$ cat config.mk
export PLATFORM = sky130hd
export DESIGN_NAME = mdp3_feed_arbiter
export DESIGN_NICKNAME = d
export VERILOG_FILES = /design/src/rtl/mdp3_feed_arbiter.sv
export SDC_FILE = /design/constraint.sdc
export NUM_CORES = 1
export LEC_CHECK = 0
export BUFFER_PORTS_ARGS = -buffer_cell sky130_fd_sc_hd__clkbuf_2
export CORE_AREA = 2 2 134 136
export CTS_BUF_LIST = sky130_fd_sc_hd__clkbuf_4
export DETAILED_ROUTE_END_ITERATION = 8
export DIE_AREA = 0 0 136 138
export SYNTH_ARGS = -nofsm -noshare
export SYNTH_HDL_FRONTEND = slang
export SYNTH_SLANG_ARGS = --single-unit
$ cat constraint.sdc
create_clock -name clk -period 2.2 [get_ports clk]
set_input_delay 0.33 -clock clk [delete_from_list [all_inputs] [get_ports clk]]
set_output_delay 0.33 -clock clk [all_outputs]
set_load 0.03 [all_outputs]
$ cat src/rtl/mdp3_feed_arbiter.sv
// Packet-atomic round-robin arbiter sharing one MDP3 parser between N_CH feed channels.
// One-beat registered output stage; a watchdog releases the parser from a channel stalled mid-packet.
module mdp3_feed_arbiter #(
  parameter int N_CH    = 4,
  parameter int TIMEOUT = 255
) (
  input  logic                    clk,
  input  logic                    reset,
  input  logic [N_CH-1:0]         in_valid,
  input  logic [64*N_CH-1:0]      in_data,
  input  logic [N_CH-1:0]         in_last,
  output logic [N_CH-1:0]         in_ready,
  input  logic                    parser_ready,
  output logic                    out_valid,
  output logic [63:0]             out_data,
  output logic                    out_last,
  output logic [$clog2(N_CH)-1:0] out_chan,
  output logic                    abort,
  output logic                    busy
);
  localparam int          CW        = $clog2(N_CH);
  localparam logic [15:0] STALL_MAX = 16'hFFFF;
  localparam logic [15:0] TMO       = 16'(TIMEOUT);

  typedef enum logic {S_IDLE, S_STREAM} state_t;

  state_t        r_state;
  logic [CW-1:0] r_grant;
  logic [CW-1:0] r_last_grant;
  logic [15:0]   r_stall_cnt;
  logic          r_out_valid;
  logic [63:0]   r_out_data;
  logic          r_out_last;
  logic [CW-1:0] r_out_chan;
  logic          r_abort;

  logic [63:0]   w_ch_data [N_CH];
  logic [N_CH-1:0] w_in_ready;
  logic [CW:0]   w_idx;
  logic [CW-1:0] w_pick;
  logic          w_found;
  logic          w_gnt_valid;
  logic          w_gnt_last;
  logic          w_slot_free;
  logic          w_abort_now;
  logic          w_accept;

  for (genvar c = 0; c < N_CH; c++) begin : g_ch
    assign w_ch_data[c] = in_data[64*c +: 64];
  end

  // Search starts one past the last granted channel so every requester is reached within N_CH-1 packets.
  always_comb begin
    w_found = 1'b0;
    w_pick  = '0;
    w_idx   = '0;
    for (int i = 1; i <= N_CH; i++) begin
      w_idx = {1'b0, r_last_grant} + (CW+1)'(i);
      if (w_idx >= (CW+1)'(N_CH)) w_idx = w_idx - (CW+1)'(N_CH);
      if (!w_found && in_valid[w_idx[CW-1:0]]) begin
        w_found = 1'b1;
        w_pick  = w_idx[CW-1:0];
      end
    end
  end

  assign w_gnt_valid = in_valid[r_grant];
  assign w_gnt_last  = in_last[r_grant];
  assign w_slot_free = !r_out_valid || parser_ready;
  assign w_abort_now = (TIMEOUT != 0) && (r_state == S_STREAM) && (r_stall_cnt == TMO);

  // No beat is taken on the abort cycle so the abandoned channel cannot slip one more beat in.
  always_comb begin
    w_in_ready = '0;
    if (r_state == S_STREAM && !w_abort_now) w_in_ready[r_grant] = w_slot_free;
  end

  assign w_accept = w_gnt_valid && w_in_ready[r_grant];

  always_ff @(posedge clk or negedge reset) begin
    if (!reset) begin
      r_state      <= S_IDLE;
      r_grant      <= '0;
      r_last_grant <= CW'(N_CH-1);
      r_stall_cnt  <= '0;
      r_out_valid  <= 1'b0;
      r_out_data   <= '0;
      r_out_last   <= 1'b0;
      r_out_chan   <= '0;
      r_abort      <= 1'b0;
    end else begin
      r_abort <= 1'b0;

      if (w_accept) begin
        r_out_valid <= 1'b1;
        r_out_data  <= w_ch_data[r_grant];
        r_out_last  <= w_gnt_last;
        r_out_chan  <= r_grant;
      end else if (parser_ready) begin
        r_out_valid <= 1'b0;
      end

      case (r_state)
        S_IDLE: begin
          if (w_found) begin
            r_grant     <= w_pick;
            r_stall_cnt <= '0;
            r_state     <= S_STREAM;
          end
        end
        S_STREAM: begin
          if (w_abort_now) begin
            r_abort      <= 1'b1;
            r_last_grant <= r_grant;
            r_stall_cnt  <= '0;
            r_state      <= S_IDLE;
          end else if (w_accept) begin
            r_stall_cnt <= '0;
            if (w_gnt_last) begin
              r_last_grant <= r_grant;
              r_state      <= S_IDLE;
            end
          end else if (!w_gnt_valid && r_stall_cnt != STALL_MAX) begin
            r_stall_cnt <= r_stall_cnt + 16'd1;
          end
        end
        default: r_state <= S_IDLE;
      endcase
    end
  end

  assign in_ready  = w_in_ready;
  assign out_valid = r_out_valid;
  assign out_data  = r_out_data;
  assign out_last  = r_out_last;
  assign out_chan  = r_out_chan;
  assign abort     = r_abort;
  assign busy      = (r_state == S_STREAM) || r_out_valid;

endmodule
==> results of run 1 <==
==> kinds of logic (layout without fill, tap and decap cells) <==
family | after synthesis | count (layout) | synth area share [%]
simple gates | 72 | 72 | 7.05
fa+ha+maj | 1 | 1 | 0.234
buf+inv | 30 | 387 | 2.85
other cells | 0 | 1 | 0
xor+xnor | 7 | 7 | 1.14
compound gates | 32 | 32 | 4.20
mux | 136 | 136 | 42.4
flops | 90 | 90 | 42.1
==> final cells by class <==
cell class	count	area [sq um]	share of cell area (%)
Timing Repair Buffer	367	2050	26.4
Clock buffer	11	82.6	1.06
Clock inverter	5	55.1	0.709
Antenna cell	1	2.50	0.0322
Tap cell	229	287	3.69
Multi-Input combinational cell	248	3010	38.8
Sequential cell	90	2260	29.1
Inverter	4	15.0	0.193
==> flip-flops by register name (all words and copies together) (netlist names), 2 cells and up <==
register and count:
out_data 64, r_stall_cnt 16, out_chan 2, r_grant 2, r_last_grant 2
==> worst paths after layout <==
path,startpoint,to,slack (ns),cells past startpoint
worst max-delay path,r_stall_cnt[1]$_DFFE_PN0P_,in_ready[2],-0.05,7
worst min-delay path,in_valid[3],r_grant[1]$_DFFE_PN0P_,0.22,3
worst max register to register,r_stall_cnt[5]$_DFFE_PN0P_,r_stall_cnt[2]$_DFFE_PN0P_,0.13,9
worst min register to register,out_data[6]$_DFFE_PN0P_,out_data[6]$_DFFE_PN0P_,0.52,1
max in group asynchronous,reset,r_last_grant[1]$_DFFE_PN1P_,1.20,3
min in group asynchronous,reset,out_data[9]$_DFFE_PN0P_,0.35,2
==> power groups by stage <==
stage               sequential [W]  clock [W]  combinational, W
finish                     0.00283   0.000936           0.00681
global route               0.00294    0.00104           0.00727
CTS                        0.00284   0.000990           0.00683
detailed placement         0.00288          0           0.00671
global placement           0.00285          0           0.00662
floorplan                  0.00409          0           0.00355
==> cells in the final DEF (no fill, tap or decap), types with 2 or more instances in the layout <==
cell and instances:
clkbuf_2 335, dfrtp_1 86, mux2_2 68, mux4_2 66
buf_4 19, nand3_1 17, nand2_1 12, clkbuf_4 11
nor2_1 10, o21ai_0 9, a21oi_1 8, a31oi_1 7
buf_12 5, inv_1 4, and4_1 4, and3_1 4
xor2_1 4, nand4_1 3, nand2b_1 3, nor3_2 3
or3_1 3, xnor2_1 3, clkbuf_8 3, nor4_2 2
mux2i_1 2, a41o_1 2, nor3_1 2, nor2_2 2
dfstp_2 2
==> critical path: stages (launching register included) <==
cell      delay (ns)
dfrtp_1         0.41
ha_2            0.19
and3_4          0.18
nand4_1         0.12
buf_6           0.12
nand3_4         0.10
nor3_2          0.16
clkbuf_8        0.19
==> layer usage <==
layer	routed length, um	track usage (%)	up-vias
met3	1050	3.81	15
li1	-	-	2176
met5	0	0	-
met4	197	5.04	0
met1	6530	21.9	2356
met2	8610	29.8	177
==> per-stage QoR <==
stage | power (W) | std cells | hold slack [ns]
2_1_floorplan | 0.00764 | 368 | 0.0344
3_3_place_gp | 0.00947 | 930 | 0.320
3_5_place_dp | 0.00958 | 930 | 0.325
4_1_cts | 0.0107 | 952 | 0.169
5_1_grt | 0.0113 | 955 | 0.196
6_report | 0.0106 | 955 | 0.224
==> timing repair <==
action                                 CTS  global route
resized for setup                       20             3
pin swaps                                3             2
setup endpoints to repair                4             4
setup buffers                            5             1
cloned                                   0             1
hold buffers                             1             0
endpoints found under the hold margin   30             0
==> summary.txt, run 1 <==
Power
  – Pwr dens: 1360 mW/mm^2
  – P_int: about 0.0060 W
  – Gate power share: 64.4%
  – Leakage Power: 3.68 nW
  – Sw Pwr: between 0.004 and 0.005 W
  – Clock power share: 8.8%
  – Peak VDD IR: 0.951 mV
  – Sw Ratio: 43.7%
  – Flop pwr share: 26.8%

Synthesis
  – Post-synth EDFFs: 0
  – Register area share after synthesis: about 42%
  – Post-synth net total: 636
  – Commonest cells in the synthesized netlist: 88 x dfrtp_1, 68 x mux2_2, 66 x mux4_2, 18 x nand3_1, 14 x clkbuf_1
  – Mean Syn Cell Area: 14.6 sq um
  – Top-count cell post-synth: dfrtp_1
  – Dominant cell type by area after synthesis: dfrtp_1
  – Area contributors post-synth: dfrtp_1 41%, mux4_2 28%, mux2_2 14%
  – Async set-reset flop share out of synthesis: 100%
  – Yosys warnings: 0
  – Synthesized flop and latch total: 90
  – Synthesized area: 0.00536 sq mm
  – Post-Synthesis Cells: 368
  – Post-synth top area share: a little over 40%
  – Synth unique cells: 36
  – Main flop type after synthesis: dfrtp_1

Drt
  – Antenna Nets Post-Route: 0
  – DR pass1 iterations: 4
  – Starting DRT DRC Count: between 150 and 200
  – Vias/cell: 4.95
  – DRC Markers: 0
  – Vias: between 4000 and 5000
  – Routed wire length per instance: 17.2 um
  – Final wirelength: 16.4 mm

Timing
  – RSZ-0062 raised after global routing: yes
  – Setup Viol. Count Final: 4
  – Max Fclk: 444 MHz
  – Final Hold Fails: 0
  – Setup TNS Final: -0.143 ns
  – Fin. max-slew vios: 0
  – Worst-Margin Slew: 0.455 ns
  – Skew final: roughly 0.019 ns
  – Max_slew headroom: around 70%
  – Crit path time final: about 2.3 ns
  – Tcrit/Tclk final: 102%
  – Worst setup margin: -0.0507 ns

CTS
  – Clk root buf: clkbuf_4
  – Worst-path clk slew: roughly 0.13 ns
  – H-tree depth: 3
  – Max Root-Sink Buffers: 2
  – Total CTS buffers: 9
  – Clock Sinks: 90
  – Clock Latency Late Sink: 0.46 ns
  – CTS tree: built

GRT
  – Number of global-route vias before repair: roughly 4800
  – GRT Total Usage: 17.3%
  – Grt total ovfl: 0
  – First-pass GRT wire length: approximately 25 mm
  – Initial antenna violation count: 1
  – Largest net degree at the start of global routing: 71

Placement
  – Placed inst area: 0.00744 sq mm
  – Setup WS pre-CTS: 0.0794 ns
  – I/O Buffers: 340
  – DPL Wire Length: 13.1 mm
  – RePlAce Congestion: 0.812

Critical path
  – Critical Path Fanout Max: 4
  – Crit start category: flip-flop
  – Worst setup EP type: output pin
  – Arr. time, crit path: 1.92 ns
  – CP Class: reg -> out
  – Critical Path RT: 1.87 ns

Die
  – Std cell rows: 49
  – Starting Density: 30.5%
  – Core ar.: between 0.015 and 0.02 sq mm
  – Die footprint: 0.0188 sq mm
  – Die height: 138 um
  – I/O pin total: 341
  – Die Wd: 136 um

Final layout
  – Share of cells above drive strength 1: 73.7%
  – Area Overhead vs Synth: 44.9%
  – Final core occ: between 40% and 50%
  – Filler instances: 1689
  – Final #Nets: 988
  – Cell area after layout: 0.00776 sq mm

Outcome
  – Status: complete, but fails checks
  – Violated checks: negative setup slack

Job
  – Max-cap viol count: 0

Worst hold path
  – Min-delay worst type: in -> reg
Note: power is estimated with default switching activity, not from simulation.
==> run 2, diff against run 1 <==
==> constraint.sdc (replaced) <==
create_clock -name clk -period 1.9 [get_ports clk]
set_input_delay 0.285 -clock clk [delete_from_list [all_inputs] [get_ports clk]]
set_output_delay 0.285 -clock clk [all_outputs]
set_load 0.03 [all_outputs]
==> summary.txt, run 2 (same netlist as run 1, synthesis figures left out) <==
Timing
  – Final Hold Fails: 0 (unchanged)
  – Setup TNS Final: -20.07 ns (-19.93 ns)
  – Tcrit/Tclk final: 120%
  – Worst-Margin Slew: 0.499 ns (+0.0438 ns)
  – RSZ-0062 raised after global routing: yes
  – Hold slack: 0.251 ns (+0.0275 ns)
  – Max_slew headroom: 66.7% (-2.9 points)
  – Fin. max-slew vios: 0 (unchanged)
  – Skew final: 0.0231 ns (+0.00396 ns)
  – Setup Viol. Count Final: 88 (+84)
  – Max Fclk: 437 MHz
  – Crit path time final: 2.29 ns
  – Worst setup margin: -0.389 ns (-0.338 ns)

Final layout
  – Area Overhead vs Synth: 63.8%
  – Filler instances: 1591 (-5.8%)
  – Share of cells above drive strength 1: 77.3% (+3.7 points)
  – Final #Nets: 1035 (+4.8%)
  – Multi-input logic area: 0.00341 sq mm (+13%)
  – Commonest non-fill, non-tap cells in the layout: 335 x clkbuf_2, 86 x dfrtp_1, 66 x mux4_2, 66 x mux2_4, 39 x buf_4
  – Post-route insts no fill: 1002 (+4.9%)
  – Most common cell after layout, fill and taps aside: clkbuf_2
  – Largest register FFs: 64 (unchanged)
  – Register Area: 0.00226 sq mm (+0.11%)

CTS
  – Clock Sinks: 90 (unchanged)
  – Max Root-Sink Buffers: 2 (unchanged)
  – Clk root buf: clkbuf_4
  – Total CTS buffers: 9 (unchanged)
  – H-tree depth: 3 (unchanged)
  – Clock Latency Late Sink: 0.47 ns (about the same)
  – CTS tree: built
  – Worst-path clk slew: 0.16 ns (+0.03 ns)

Drt
  – Vias: 5057 (+7.0%)
  – DR pass1 iterations: 4 (unchanged)
  – Routed wire length per instance: 19.5 um (+14%)
  – Starting DRT DRC Count: 203 (+22%)
  – Final wirelength: 19.6 mm (+20%)
  – DRC Markers: 0 (unchanged)
  – Antenna Nets Post-Route: 0 (unchanged)
  – Vias/cell: 5.05 (+2.0%)

Placement
  – Placed cell count: 948 (+1.9%)
  – DPL Wire Length: 14.1 mm (+7.7%)
  – I/O Buffers: 340 (unchanged)
  – RePlAce Congestion: 0.945 (+16%)

Die
  – I/O pin total: 341 (unchanged)
  – Die height: 138 um (unchanged)
  – Starting Density: 30.5% (unchanged)
  – Std cell rows: 49 (unchanged)
  – Die Wd: 136 um (unchanged)
  – Die footprint: 0.0188 sq mm (unchanged)
  – Core ar.: 0.0175 sq mm (unchanged)

Power
  – Peak VDD IR: 0.733 mV (-23%)
  – Leakage Power: 4.27 nW (+16%)
  – Pwr dens: 1720 mW/mm^2 (+26%)

GRT
  – Grt total ovfl: 0 (unchanged)
  – Number of global-route vias before repair: 5495 (+15%)
  – GRT Total Usage: 20.5% (+3.1 points)
  – Largest net degree at the start of global routing: 40 (-44%)
  – First-pass GRT wire length: 29.3 mm (+17%)
  – Initial antenna violation count: 1 (unchanged)

Outcome
  – Status: complete, but fails checks
  – Violated checks: negative setup slack

Critical path
  – Worst setup EP type: output pin
  – Arr. time, crit path: 2.00 ns (+0.08 ns)
  – Critical Path RT: 1.62 ns (-0.25 ns)
  – Critical Path Fanout Max: 4 (unchanged)
  – R2R Setup Slk: -0.29 ns (-0.42 ns)
  – Crit start category: flip-flop
  – CP Class: reg -> out

Worst hold path
  – Min-delay worst type: in -> reg

Job
  – Max-cap viol count: 0 (unchanged)
==> run 2: changes by cell type in the layout (fill, tap and decap cells not counted), sizes merged <==
cell and change:
buf +47, clkbuf -3, bufbuf +1, clkinvlp +1
clkinv +1
==> run 2: final timing paths <==
| kind | startpoint | end | cells after the start |
|---|---|---|---|
| hold / removal | in_data[165] | out_data[37]$_DFFE_PN0P_ | 3 |
| setup / recovery | r_stall_cnt[0]$_DFFE_PN0P_ | in_ready[2] | 8 |
| hold reg to reg | out_data[8]$_DFFE_PN0P_ | out_data[8]$_DFFE_PN0P_ | 1 |
| setup reg to reg | r_grant[0]$_DFFE_PN0P_ | out_data[26]$_DFFE_PN0P_ | 9 |
| max in group asynchronous | reset | out_data[62]$_DFFE_PN0P_ | 3 |
| min in group asynchronous | reset | r_stall_cnt[5]$_DFFE_PN0P_ | 2 |
==> run 2: where the power goes <==
group	switching (W)	internal, W	leakage [nW]
clock	0.000712	0.000397	0.0672
combinational	0.00505	0.00557	3.12
sequential	0.000525	0.00281	1.09
total	0.00629	0.00878	4.27
==> run 2: layout make-up <==
cell class	count	share of cell area [%]
clock inverter	7	0.799
inverter	4	0.171
clock buffer	9	0.770
timing repair buffer	414	30.3
antenna	1	0.0285
sequential	90	25.8
multi-input combinational	248	38.9
tap	229	3.27
==> run 2: repair_timing <==
action	in CTS	in global routing
gates resized for setup	57	81
setup buffers	25	6
gates cloned	10	1
pin swaps	22	13
endpoints found under the setup margin	86	89
endpoints found under the hold margin	25	0
hold buffers	1	0
==> run 2: through the flow <==
stage,area (sq um),util (%),worst slack (ns),power (W)
final,8770,50.0,-0.389,0.0151
after global placement,7630,43.5,-0.0994,0.0111
after CTS,8520,48.6,-0.468,0.0144
after floorplan,5430,-,-0.0477,0.00900
after detailed placement,7630,43.5,-0.150,0.0114
after global routing,8770,50.0,-0.531,0.0159
==> run 2: critical path, cell delays in order, from the launching register on <==
cell and delay (ns):
dfrtp_1 0.42, ha_2 0.18, and3_4 0.15, nand4_1 0.10
buf_4 0.14, nand3_2 0.07, buf_6 0.16, nor3_4 0.13
clkbuf_8 0.18
==> run 2: layer usage <==
| layer | vias to the layer above | GRT usage [%] | share of wire, % | wire (um) |
|---|---|---|---|---|
| met5 | - | 0 | 0 | 0 |
| met4 | 0 | 8.72 | 2.5 | 483 |
| met3 | 31 | 3.96 | 5.4 | 1060 |
| met2 | 220 | 35.7 | 52 | 10300 |
| met1 | 2534 | 24.5 | 40 | 7780 |
| li1 | 2272 | - | - | - |
==> run 3, diff against run 2 <==
--- a/config.mk
+++ b/config.mk
@@ -6,10 +6,11 @@
 export NUM_CORES = 1
 export LEC_CHECK = 0
 export BUFFER_PORTS_ARGS = -buffer_cell sky130_fd_sc_hd__clkbuf_2
-export CORE_AREA = 2 2 134 136
+export CORE_ASPECT_RATIO = 0.5
+export CORE_UTILIZATION = 40
 export CTS_BUF_LIST = sky130_fd_sc_hd__clkbuf_4
 export DETAILED_ROUTE_END_ITERATION = 8
-export DIE_AREA = 0 0 136 138
+export PLACE_DENSITY = 0.79
 export SYNTH_ARGS = -nofsm -noshare
 export SYNTH_HDL_FRONTEND = slang
 export SYNTH_SLANG_ARGS = --single-unit
==> summary.txt, run 3 (same netlist as run 1, synthesis figures left out) <==
Placement
  – I/O Buffers: 340 (unchanged)
  – Placed cell count: 889 (-6.2%)
  – RePlAce Congestion: 0.970 (+2.6%)
  – DPL Wire Length: 14.4 mm (+1.9%)
  – Setup WS pre-CTS: -0.0870 ns (+0.0631 ns)

Drt
  – Vias/cell: 5.81 (+15%)
  – DRC Markers: 4 (+4)
  – DR pass1 iterations: 8 (+4)
  – Final wirelength: 21.3 mm (+8.7%)
  – Antenna Nets Post-Route: 0 (unchanged)
  – Routed wire length per instance: 22.7 um (+16%)
  – Starting DRT DRC Count: 470 (+130%)
  – Vias: 5450 (+7.8%)

Final layout
  – Area Overhead vs Synth: 58.5%
  – Final #Nets: 1030 (-0.48%)
  – Commonest non-fill, non-tap cells in the layout: 335 x clkbuf_2, 85 x dfrtp_1, 68 x mux2_2, 66 x mux4_2, 35 x buf_4
  – Share of cells above drive strength 1: 78.0% (+0.63 points)
  – Most common cell after layout, fill and taps aside: clkbuf_2
  – Largest register FFs: 64 (unchanged)
  – Post-route insts no fill: 938 (-6.4%)
  – Filler instances: 964 (-39%)

Die
  – Die footprint: 0.0139 sq mm (-26%)
  – Std cell rows: 29 (-41%)
  – Starting Density: 41.7% (+11 points)
  – I/O pin total: 341 (unchanged)
  – Die height: 83.8 um (-39%)
  – Core ar.: 0.0128 sq mm (-27%)
  – Die Wd: 166 um (+22%)

Timing
  – Tcrit/Tclk final: 123% (+2.8 points)
  – RSZ-0062 raised after global routing: yes
  – Final Hold Fails: 0 (unchanged)
  – Worst setup margin: -0.442 ns (-0.0532 ns)
  – Setup Viol. Count Final: 88 (unchanged)
  – Worst-Margin Slew: 0.460 ns (-0.0389 ns)
  – Fin. max-slew vios: 0 (unchanged)
  – Max_slew headroom: 69.3% (+2.6 points)
  – Skew final: 0.0236 ns (+0.000455 ns)
  – Crit path time final: 2.34 ns (+0.0532 ns)
  – Max Fclk: 427 MHz (-2.3%)

GRT
  – Initial antenna violation count: 2 (+1)
  – GRT Total Usage: 29.8% (+9.3 points)
  – First-pass GRT wire length: 30.8 mm (+5.2%)
  – Grt total ovfl: 0 (unchanged)
  – Number of global-route vias before repair: 5678 (+3.3%)
  – Largest net degree at the start of global routing: 44 (+10%)

Power
  – Clock power share: 7.9% (+0.5 points)
  – Sw Pwr: 0.00623 W (-0.90%)
  – P_int: 0.00829 W (-5.5%)
  – Flop pwr share: 23.3% (+1.2 points)
  – Sw Ratio: 42.9% (+1.2 points)
  – Peak VDD IR: 0.847 mV (+15%)
  – Tot Pwr: 0.0145 W (-3.6%)
  – Pwr dens: 1710 mW/mm^2 (-0.39%)
  – Leakage Power: 4.03 nW (-5.6%)
  – Gate power share: 68.8% (-1.7 points)

Critical path
  – Arr. time, crit path: 2.71 ns (+0.71 ns)
  – Critical Path RT: 2.27 ns (+0.65 ns)
  – CP delay by family, top: flip-flops
  – Max stage delay on crit path: 0.52 ns (+0.10 ns)
  – Worst setup EP type: flip-flop
  – Worst-path cell chain: buf_6, mux4_2, buf_6, a41o_4, or3_1, xor2_1, nor2_2
  – Crit start category: flip-flop
  – CP Class: reg -> reg
  – Cell mode on critical path: buf_6
  – CP max stage cell: dfrtp_4
  – WP buf/inv: 2 (-1)
  – Critical Path Fanout Max: 6 (+2)

CTS
  – Total CTS buffers: 9 (unchanged)
  – CTS tree: built
  – Worst-path clk slew: 0.16 ns (about the same)
  – Max Root-Sink Buffers: 2 (unchanged)
  – H-tree depth: 3 (unchanged)
  – Clock Latency Late Sink: 0.46 ns (about the same)
  – Clock Sinks: 90 (unchanged)
  – Clk root buf: clkbuf_4

Job
  – Max-cap viol count: 0 (unchanged)

Worst hold path
  – Min-delay worst type: in -> reg

Outcome
  – Status: complete, but fails checks
  – Violated checks: design-rule violations, negative setup slack
run 3: cell types whose count changed in the layout (fill, tap and decap cells not counted), moves of 3 or more:
| cell | before | now |
|---|---|---|
| mux2_4 | 66 | 0 |
| buf_4 | 39 | 35 |
| bufbuf_16 | 1 | 6 |
| mux2_2 | 2 | 68 |
| a21oi_1 | 7 | 4 |
run 3: worst min-delay path: stages:
cell and delay [ns]:
clkbuf_2 0.13, o211ai_1 0.11, o21ai_0 0.07
run 3: area by class of cell:
class / instances / area, sq um / area share (%)
tap: 170 / 213 / 2.51
clock buffer: 9 / 67.6 / 0.796
clock inverter: 7 / 90.1 / 1.06
antenna: 1 / 2.50 / 0.0295
timing repair buffer: 409 / 2670 / 31.4
inverter: 4 / 18.8 / 0.221
multi-input combinational: 248 / 3170 / 37.3
sequential: 90 / 2260 / 26.6
run 3: path summary, 6_finish.rpt:
path	startpoint	to	slack, ns	depth (start not counted)
setup / recovery	r_grant[0]$_DFFE_PN0P_	r_stall_cnt[7]$_DFFE_PN0P_	-0.44	7
hold / removal	in_valid[2]	r_grant[1]$_DFFE_PN0P_	0.14	3
hold reg to reg	out_data[2]$_DFFE_PN0P_	out_data[2]$_DFFE_PN0P_	0.52	1
min in group asynchronous	reset	r_grant[0]$_DFFE_PN0P_	0.29	2
setup reg to reg	r_grant[0]$_DFFE_PN0P_	r_stall_cnt[7]$_DFFE_PN0P_	-0.44	7
max in group asynchronous	reset	r_stall_cnt[12]$_DFFE_PN0P_	1.00	3
run 3: per-stage QoR:
stage | area (sq um) | TNS (ns) | utilization (%) | hold slack (ns)
global placement | 7550 | -2.09 | 58.8 | 0.251
finish | 8490 | -24.57 | 66.1 | 0.143
CTS | 8280 | -15.96 | 64.4 | 0.141
detailed placement | 7550 | -5.10 | 58.8 | 0.263
floorplan | 5430 | -0.149 | - | -0.0106
global route | 8490 | -31.63 | 66.1 | 0.121
run 3: timing repair:
| item | 4_1_cts | 5_1_grt |
|---|---|---|
| cloned | 10 | 0 |
| pin swaps | 15 | 20 |
| buffers inserted | 13 | 9 |
| gates resized for setup | 43 | 29 |
| hold buffers | 1 | 0 |
| setup endpoints to repair | 85 | 89 |
| endpoints found under the hold margin | 29 | 0 |
run 3: per-layer routing:
metal	vias up	routed length (um)	global-route usage [%]
met1	2750	8070	37.7
met5	-	13	0
li1	2271	-	-
met4	2	651	9.86
met2	349	10300	48.1
met3	78	2260	10.5
run 3: power groups by stage:
stage | clock network (W) | registers (W) | logic [W]
after global routing | 0.00126 | 0.00347 | 0.0104
after global placement | 0 | 0.00333 | 0.00774
after detailed placement | 0 | 0.00338 | 0.00795
final | 0.00115 | 0.00338 | 0.00999
after floorplan | 0 | 0.00473 | 0.00426
after CTS | 0.00118 | 0.00334 | 0.00956
